<file path="config.mk">
export PLATFORM = sky130hd
export DESIGN_NAME = icache_direct
export DESIGN_NICKNAME = d
export VERILOG_FILES = /design/src/rtl/icache_direct.sv
export SDC_FILE = /design/constraint.sdc
export NUM_CORES = 1
export LEC_CHECK = 0
export ABC_CLOCK_PERIOD_IN_PS = 5600
export BUFFER_PORTS_ARGS = -buffer_cell sky130_fd_sc_hd__buf_2
export CAP_MARGIN = 20
export CORE_ASPECT_RATIO = 0.8
export CORE_MARGIN = 4
export CORE_UTILIZATION = 55
export DETAILED_ROUTE_END_ITERATION = 10
export PLACE_DENSITY = 0.83
export SLEW_MARGIN = 20
export SYNTH_ARGS = -nofsm -noshare
export SYNTH_HDL_FRONTEND = slang
export SYNTH_SLANG_ARGS = --single-unit
</file>
<file path="constraint.sdc">
create_clock -name clk -period 5.6 [get_ports clk]
set_input_delay 0.56 -clock clk [delete_from_list [all_inputs] [get_ports clk]]
set_output_delay 0.56 -clock clk [all_outputs]
set_load 0.1 [all_outputs]
</file>
<file path="src/rtl/icache_direct.sv">
// icache_direct: direct-mapped, read-only instruction cache with one-word lines.
// It sits between the CPU fetch port and the SDRAM controller instruction port.
// Both sides use a level enable and a one-cycle valid pulse.
// Optional build macro ICACHE_STATS_EN adds saturating hit/miss counters.
module icache_direct #(
  parameter int LINES  = 16,
  parameter int ADDR_W = 25
) (
  input  logic              clk,
  input  logic              rst,
  input  logic [31:0]       cpu_addr,
  input  logic              cpu_enable,
  output logic              cpu_valid,
  output logic [31:0]       cpu_result,
  input  logic              flush,
  output logic [ADDR_W-1:0] mem_addr,
  output logic              mem_enable,
  input  logic              mem_valid,
  input  logic [31:0]       mem_result
`ifdef ICACHE_STATS_EN
  ,
  output logic [31:0]       stat_hits,
  output logic [31:0]       stat_misses
`endif
);

  localparam int IDX_W = $clog2(LINES);
  localparam int TAG_W = ADDR_W - IDX_W - 2;
  localparam logic [31:0] NOP = 32'h00000013;

  typedef enum logic [1:0] {
    IDLE,
    FILL,
    RESP
  } stateT;

  stateT stateQ, stateD;
  logic              cpuValidQ, cpuValidD;
  logic [31:0]       cpuResultQ, cpuResultD;
  logic              memEnableQ, memEnableD;
  logic [ADDR_W-1:0] memAddrQ, memAddrD;
  logic              flushPendingQ, flushPendingD;
  logic [LINES-1:0]  validQ, validD;

  logic [TAG_W-1:0]  tagQ  [LINES];
  logic [31:0]       dataQ [LINES];

  logic [IDX_W-1:0]  lookupIdx;
  logic [TAG_W-1:0]  lookupTag;
  logic              lookupHit;
  logic [IDX_W-1:0]  fillIdx;
  logic [TAG_W-1:0]  fillTag;
  logic              fillWrite;
  logic              hitEvent;
  logic              missEvent;

  // The offset bits and anything above the SDRAM address range never take part in a lookup.
  logic unusedAddrBits;
  assign unusedAddrBits = ^{cpu_addr[31:ADDR_W], cpu_addr[1:0]};

  // Split the fetch address; the fill line comes from the address latched at miss time.
  always_comb begin
    lookupIdx = cpu_addr[IDX_W+1:2];
    lookupTag = cpu_addr[ADDR_W-1:IDX_W+2];
    fillIdx   = memAddrQ[IDX_W+1:2];
    fillTag   = memAddrQ[ADDR_W-1:IDX_W+2];
    // A flush in the same cycle as a request forces a miss.
    lookupHit = validQ[lookupIdx] && (tagQ[lookupIdx] == lookupTag) && !flush;
  end

  // Next-state and output logic for the lookup / fill / response sequence.
  always_comb begin
    stateD        = stateQ;
    cpuValidD     = cpuValidQ;
    cpuResultD    = cpuResultQ;
    memEnableD    = memEnableQ;
    memAddrD      = memAddrQ;
    flushPendingD = flushPendingQ;
    validD        = validQ;
    fillWrite     = 1'b0;
    hitEvent      = 1'b0;
    missEvent     = 1'b0;

    if (flush) begin
      validD = '0;
    end

    case (stateQ)
      IDLE: begin
        if (cpu_enable) begin
          if (lookupHit) begin
            cpuResultD = dataQ[lookupIdx];
            cpuValidD  = 1'b1;
            stateD     = RESP;
            hitEvent   = 1'b1;
          end else begin
            memAddrD   = {cpu_addr[ADDR_W-1:2], 2'b00};
            memEnableD = 1'b1;
            stateD     = FILL;
            missEvent  = 1'b1;
          end
        end
      end
      FILL: begin
        if (flush) begin
          flushPendingD = 1'b1;
        end
        if (mem_valid) begin
          memEnableD    = 1'b0;
          cpuResultD    = mem_result;
          cpuValidD     = 1'b1;
          stateD        = RESP;
          flushPendingD = 1'b0;
          // Data fetched across a flush is handed to the CPU but never installed.
          if (!(flushPendingQ || flush)) begin
            fillWrite        = 1'b1;
            validD[fillIdx]  = 1'b1;
          end
        end
      end
      RESP: begin
        cpuValidD = 1'b0;
        stateD    = IDLE;
      end
      default: begin
        stateD        = IDLE;
        cpuValidD     = 1'b0;
        memEnableD    = 1'b0;
        flushPendingD = 1'b0;
      end
    endcase
  end

  // State and control registers with synchronous reset; reset abandons any fill.
  always_ff @(posedge clk) begin
    if (rst) begin
      stateQ        <= IDLE;
      cpuValidQ     <= 1'b0;
      cpuResultQ    <= NOP;
      memEnableQ    <= 1'b0;
      memAddrQ      <= '0;
      flushPendingQ <= 1'b0;
      validQ        <= '0;
    end else begin
      stateQ        <= stateD;
      cpuValidQ     <= cpuValidD;
      cpuResultQ    <= cpuResultD;
      memEnableQ    <= memEnableD;
      memAddrQ      <= memAddrD;
      flushPendingQ <= flushPendingD;
      validQ        <= validD;
    end
  end

  // Tag and data storage; contents are meaningless until the valid bit is set.
  always_ff @(posedge clk) begin
    if (fillWrite) begin
      tagQ[fillIdx]  <= fillTag;
      dataQ[fillIdx] <= mem_result;
    end
  end

  assign cpu_valid  = cpuValidQ;
  assign cpu_result = cpuResultQ;
  assign mem_enable = memEnableQ;
  assign mem_addr   = memAddrQ;

`ifdef ICACHE_STATS_EN
  logic [31:0] statHitsQ, statMissesQ;

  // Saturating hit/miss counters; only reset clears them, flush leaves them alone.
  always_ff @(posedge clk) begin
    if (rst) begin
      statHitsQ   <= '0;
      statMissesQ <= '0;
    end else begin
      if (hitEvent && (statHitsQ != 32'hFFFFFFFF)) begin
        statHitsQ <= statHitsQ + 32'd1;
      end
      if (missEvent && (statMissesQ != 32'hFFFFFFFF)) begin
        statMissesQ <= statMissesQ + 32'd1;
      end
    end
  end

  assign stat_hits   = statHitsQ;
  assign stat_misses = statMissesQ;
`else
  logic unusedEvents;
  assign unusedEvents = hitEvent ^ missEvent;
`endif

endmodule

</file>
Word level (Yosys, flattened, before mapping) --
Memory sizes are Yosys's and may differ from the RTL's. Cells that the tools add are included.
Cells by class: equality and inequality tests 8, mux-type cells 32, reductions and logical operators 14, order comparisons 3, bitwise logic cells 4
Operators by type and width (number):
- $mux 32 | 3
- $mux 16 | 4
- $pmux 32 s2 | 1
- $eq 19x19->1 | 1
- $or 16x16->16 | 1
- $mux 1 | 15
- $lt 4x5->1 const B | 2
- $ne 2x2->1 const B | 4
- $reduce_and 4->1 | 2
- $mux 2 | 3
- $reduce_and 3->1 | 2
- $bmux 1 s4 | 1
- $demux 1 s4 | 1
- $ge 4x1->1 const B | 1
- $pmux 1 s2 | 2
- $pmux 2 s2 | 1
- $reduce_and 2->1 | 2
- $logic_and 1x1->1 | 3
- $ne 3x3->1 const B | 1
- $not 1->1 | 3
- $pmux 1 s3 | 1
- $eq 2x1->1 const B | 1
- $eq 2x2->1 const B | 1
- $logic_not 2->1 | 1
- other kinds (4) | 4
Word-level totals: bits in registers 76, memories kept 2, logic and storage cells 70, memory bits (writable) 816, output and inout port bits 59
Memories:
- dataQ | depth 16, width 32, rd ports 1, clocked after Yosys merged registers in 0, wr ports 1, RTL line 46 | logic [31:0] dataQ [LINES];
- tagQ | depth 16, width 19, rd ports 1, clocked after Yosys merged registers in 0, wr ports 1, RTL line 45 | logic [TAG_W-1:0] tagQ [LINES];

Depth between registers and ports, before layout --
word-level depth 8, depth in mapped cells 15

Worst setup path after synthesis --
OpenSTA, ideal clock, no wires.
kind reg-to-reg, start point reg memAddrQ[5], in the netlist mem_addr[5], end point mem dataQ[8][0], enable pin, setup slack -0.206 ns, data required time 5.075 ns, stages on the path, launching flop included 4, arrival 5.281 ns, path through dfxtp_1 > nand3_1 > or4_1 > nor3_1
RTL lines:
- from (decl) | RTL line 41 | logic [ADDR_W-1:0] memAddrQ, memAddrD;
- from (signal assigned) | RTL line 149 | memAddrQ <= memAddrD;
- to (decl) | RTL line 46
No word-level cell before the write port.

Final worst setup path --
start point in cpu_addr[5], end point reg memAddrQ[15], in the netlist mem_addr[15]
Between the ends: cells in the longest elaborated chain, start to end 6, elaborated cells on any way between the ends 8, those cells by class eq/ne (1); mux (2); bitwise (1); reduce/logical (3); memory (1)
Ends and longest elaborated chain:
- from (decl) | RTL line 11 | input logic [31:0] cpu_addr,
- $mem_v2 16x19 or $bmux 1 s4 (tied branches)
- $eq 19x19->1 or $mux 1 (tied branches) | RTL line 68 | lookupHit = validQ[lookupIdx] && (tagQ[lookupIdx] == lookupTag) && !flush;
- $logic_and 1x1->1 (*) (2 in a row) | RTL line 68
- $not 1->1 (no source line) (*)
- $reduce_and 3->1 (no source line) (*)
Mark *: on every way between the ends. The rest lies on a longest branch, timed or not. The select of a mux whose other input is x is not followed. A chain may end at the register's enable or synchronous reset.

==> key figures <==
Worst hold path
  – Hold Path Cell Cnt: 3
  – Class of the worst hold path: in2reg
  – Worst-case hold path end point: mem_addr[17]$_SDFFE_PP0P_
  – Worst min-delay path startpoint: cpu_addr[17]

Logic synthesis
  – Post-synthesis simple-gate area fraction: 3.30%
  – Leading area contributor after synthesis: sky130_fd_sc_hd__edfxtp_1
  – Summed instance area of the synthesized netlist: roughly 0.035 mm²
  – Combinational family with the most area after synthesis: multiplexers
  – Share of cell area taken by muxes after synthesis: 17.8%
  – Async set-or-reset flop fraction in the synthesized netlist: 0%
  – Top_reg_cell synth: sky130_fd_sc_hd__edfxtp_1
  – Flip-flop and latch count after synthesis: 892
  – Synth Area in Compound Gates: 1.64%
  – Sequential element share of the synthesized area: ~75%
  – Mean post-synth cell area: between 20 and 25 µm²
  – Ranking of synthesized cells by area: sky130_fd_sc_hd__edfxtp_1 71%, sky130_fd_sc_hd__mux4_2 15%, sky130_fd_sc_hd__dfxtp_1 4.4%
  – Synthesized-area fraction occupied by xor and xnor cells: less than 1%
  – Post-synth EDFFs: a little over 800
  – Distinct cell type count of the synthesized netlist: 61
  – Adder-cell share of the synthesized area: 0%
  – Post-Synthesis Cells: 1,670
  – Warning count from the yosys run: 0
  – Area fraction of the dominant cell type after synthesis: roughly 71%

Power and ir drop
  – Highest ir drop seen on vdd: about 0.25 mV
  – Design Power: 14.0 mW
  – Comb power frac: under 10%
  – Switching power as a share of total power: 22.0%
  – Sequential share of power: between 50 and 60%
  – Leakage power total: 12.8 nW
  – Clock network power share: between 40% and 50%
  – Total power divided by cell area: between 300 and 400 mW/mm²
  – Cell Int Power: around 11 mW
  – P_sw: between 3 and 4 mW

Route
  – Average vias per placed instance: approximately 6.4
  – Residual DRC count: 0
  – Detailed Route Iter0 Violations: around 2,700
  – DRT Pass-1 Iters: 6
  – Total number of vias: around 17,000
  – Total Wirelength: about 80,000 µm
  – Post-DR wirelength/cell: around 30 µm
  – Count of antenna-violating nets left after detailed routing: 0

Floorplanning
  – Placement row count: 82
  – Die footprint: about 0.067 mm²
  – Initial cell density of the core: 55.4%
  – Core area: between 0.06 and 0.07 mm²
  – Top-level port count: about 130
  – Height of the chip: between 200 and 250 µm
  – Die width: about 290 µm

GRT
  – All-Layer GR Usage: between 20% and 30%
  – Global-route wire length before repair: ~120,000 µm
  – Via count of the first global-routing pass: 18,000
  – Pin count of the biggest net entering global routing: 80
  – Antenna violations before repair: 6
  – Leftover overflow at the end of global routing: 0

Setup path
  – Crit Path Category: in2reg
  – Type of origin of the critical path: input pin
  – Origin of the critical flop-to-flop path: stateQ[1]$_SDFFE_PP0P_
  – Arr. time, crit path: 4.63 ns
  – Crit path capture type: flip-flop
  – Count of cells along the worst register-to-register path: 8
  – CP startpoint: cpu_addr[5]
  – Top fanout value on the critical path: 30
  – Reg-to-reg slack, setup: between 2 and 2.5 ns
  – Capture instance of the worst register-to-register path: dataQ[7][26]$_DFFE_PP_
  – Data required time of the worst path: between 6 and 7 ns

Clocking
  – H-tree depth reported by CTS: 3
  – CTS sink cnt: 892
  – Total of cells resized after clock tree synthesis: 0
  – Insertion delay to the later sink of the worst-skew pair: between 0.6 and 0.7 ns
  – Max Buffers Root-to-Sink: 3
  – TritonCTS clock tree: done
  – Root cell of the clock tree: sky130_fd_sc_hd__clkbuf_16
  – CTS clk-pin slew, worst paths: 0.06 ns
  – Number of hold buffers added after cts: 0
  – Cts bufs inserted: 82
  – Post-CTS setup buffers: 0

Timing
  – Maximum clock frequency: between 0.2 and 0.25 GHz
  – Number of failing hold endpoints at the final stage: 0
  – Measured slew at the worst slew-check pin: between 1 and 1.5 ns
  – Clock Skews: about 0.026 ns
  – Portion of the clock cycle consumed by the worst path in the final layout: about three quarters
  – Sum of negative setup slack: 0 ns
  – Min Clock Period, post-route: 4.16 ns
  – Worst slew margin relative to its limit: 26.1%
  – Max-slew violation total from the final report: 0
  – Final setup violation count: 0
  – Unrepaired setup endpoints after global routing: no

Finish
  – Layout cells sized above 1: between 20% and 30%
  – Fill cell instance count of the final layout: 4,091
  – Total Nets Final: between 1,500 and 2,000
  – Synthesis-to-layout area growth: 12.6%
  – Leading cell type in the layout, fill and taps excluded: sky130_fd_sc_hd__edfxtp_1
  – Commonest cells after routing, fill and taps aside: 816 x sky130_fd_sc_hd__edfxtp_1, 226 x sky130_fd_sc_hd__mux4_2, 112 x sky130_fd_sc_hd__buf_2
  – Non-filler instance count after layout: 2,715

Place
  – Placed wire-length estimate: between 40,000 and 50,000 µm
  – Gpl congestion: between 0.7 and 0.8
  – Count of placed standard cells including taps: 2,562
  – Number of buffer cells added on primary ports: around 120

Flow run
  – Total of max-cap violations: 0

Outcome
  – Status: completed
==> flip-flops by register name, summed over array words and instances (netlist names) <==
signal,cells
mem_enable,1
mem_addr,23
stateQ,2
dataQ,512
validQ,16
cpu_valid,1
cpu_result,32
flushPendingQ,1
tagQ,304
==> worst max-delay path, cell delays in order <==
cell and delay (ns):
sky130_fd_sc_hd__buf_2 0.51, sky130_fd_sc_hd__clkinv_2 0.88, sky130_fd_sc_hd__a221oi_1 0.52, sky130_fd_sc_hd__o2bb2ai_1 0.25, sky130_fd_sc_hd__xor2_1 0.17, sky130_fd_sc_hd__or4_4 0.58
sky130_fd_sc_hd__nor4_4 0.37, sky130_fd_sc_hd__a21oi_4 0.09, sky130_fd_sc_hd__buf_4 0.33, sky130_fd_sc_hd__mux2i_1 0.25, sky130_fd_sc_hd__nor2_1 0.06
==> layer usage <==
metal  up-vias  GRT usage (%)  wire [µm]
li1       7143              -          -
met1      9109           34.3      30200
met2      1053           39.5      39900
met3       169           4.81       8020
met4         4           6.31       2010
met5         -              0         27
==> area by class of cell <==
| cell class | count | area (µm²) | share of cell area (%) |
|---|---|---|---|
| Clock inverter | 43 | 528 | 1.35 |
| Antenna cell | 5 | 12.5 | 0.0320 |
| Sequential cell | 892 | 26000 | 66.6 |
| Clock buffer | 104 | 2220 | 5.67 |
| Inverter | 16 | 61.3 | 0.157 |
| Tap cell | 840 | 1050 | 2.69 |
| Multi-Input combinational cell | 664 | 8230 | 21.1 |
| Timing Repair Buffer | 151 | 928 | 2.38 |
==> how the worst max path moves through the flow <==
stage | to | slack [ns] | cells after the start
3_5_place_dp | mem_addr[9]$_SDFFE_PP0P_ | 0.83 | 11
6_report | mem_addr[15]$_SDFFE_PP0P_ | 1.44 | 11
4_1_cts | mem_addr[9]$_SDFFE_PP0P_ | 1.49 | 11
3_3_place_gp | mem_addr[9]$_SDFFE_PP0P_ | 1.02 | 11
5_1_grt | mem_addr[9]$_SDFFE_PP0P_ | 1.31 | 11
2_1_floorplan | dataQ[11][0]$_DFFE_PP_ | 1.19 | 3
==> per-stage QoR <==
step	setup slack (ns)	utilization, %	cell area, µm²	hold WS (ns)
6_report	1.44	62.4	39100	0.208
5_1_grt	1.31	62.4	39000	0.231
4_1_cts	1.49	62.4	39000	0.187
3_5_place_dp	0.830	58.0	36300	0.461
3_3_place_gp	1.02	58.0	36300	0.450
2_1_floorplan	1.19	-	34700	0.441
==> cells in the mapped netlist, drive strengths merged (2+ instances only) <==
cell type    n
dfxtp       76
a21o         3
o21a         2
nor2b       13
xnor2        8
or2          3
mux2         5
a211oi       6
nor4         3
buf         57
a221o        2
a22oi        6
nand2       26
nor2        60
mux4       226
nor4b        2
xor2        20
mux2i      102
nor3b       29
nor3        37
edfxtp     816
nand3       11
a2111oi      2
nand2b      10
o21ai       31
or3          4
nand4        2
or4          3
and2         6
a21oi       18
a311oi       2
inv         15
clkbuf      42
a221oi       5
==> logic make-up (layout without fill, tap and decap cells) <==
family | after synthesis | count (layout)
xor+xnor | 28 | 28
flops | 892 | 892
mux | 333 | 333
compound gates | 87 | 87
buf+inv | 115 | 314
simple gates | 214 | 214
other cells | 1 | 7
==> power groups by stage <==
stage	Sequential, mW	Combinational, mW	Clock [mW]
CTS	7.37	0.885	5.77
floorplan	7.68	0.450	0
finish	7.37	0.883	5.71
detailed placement	7.51	0.875	0
global route	7.38	0.931	6.08
global placement	7.51	0.853	0
No activity file was read; power rests on OpenSTA's default activity.
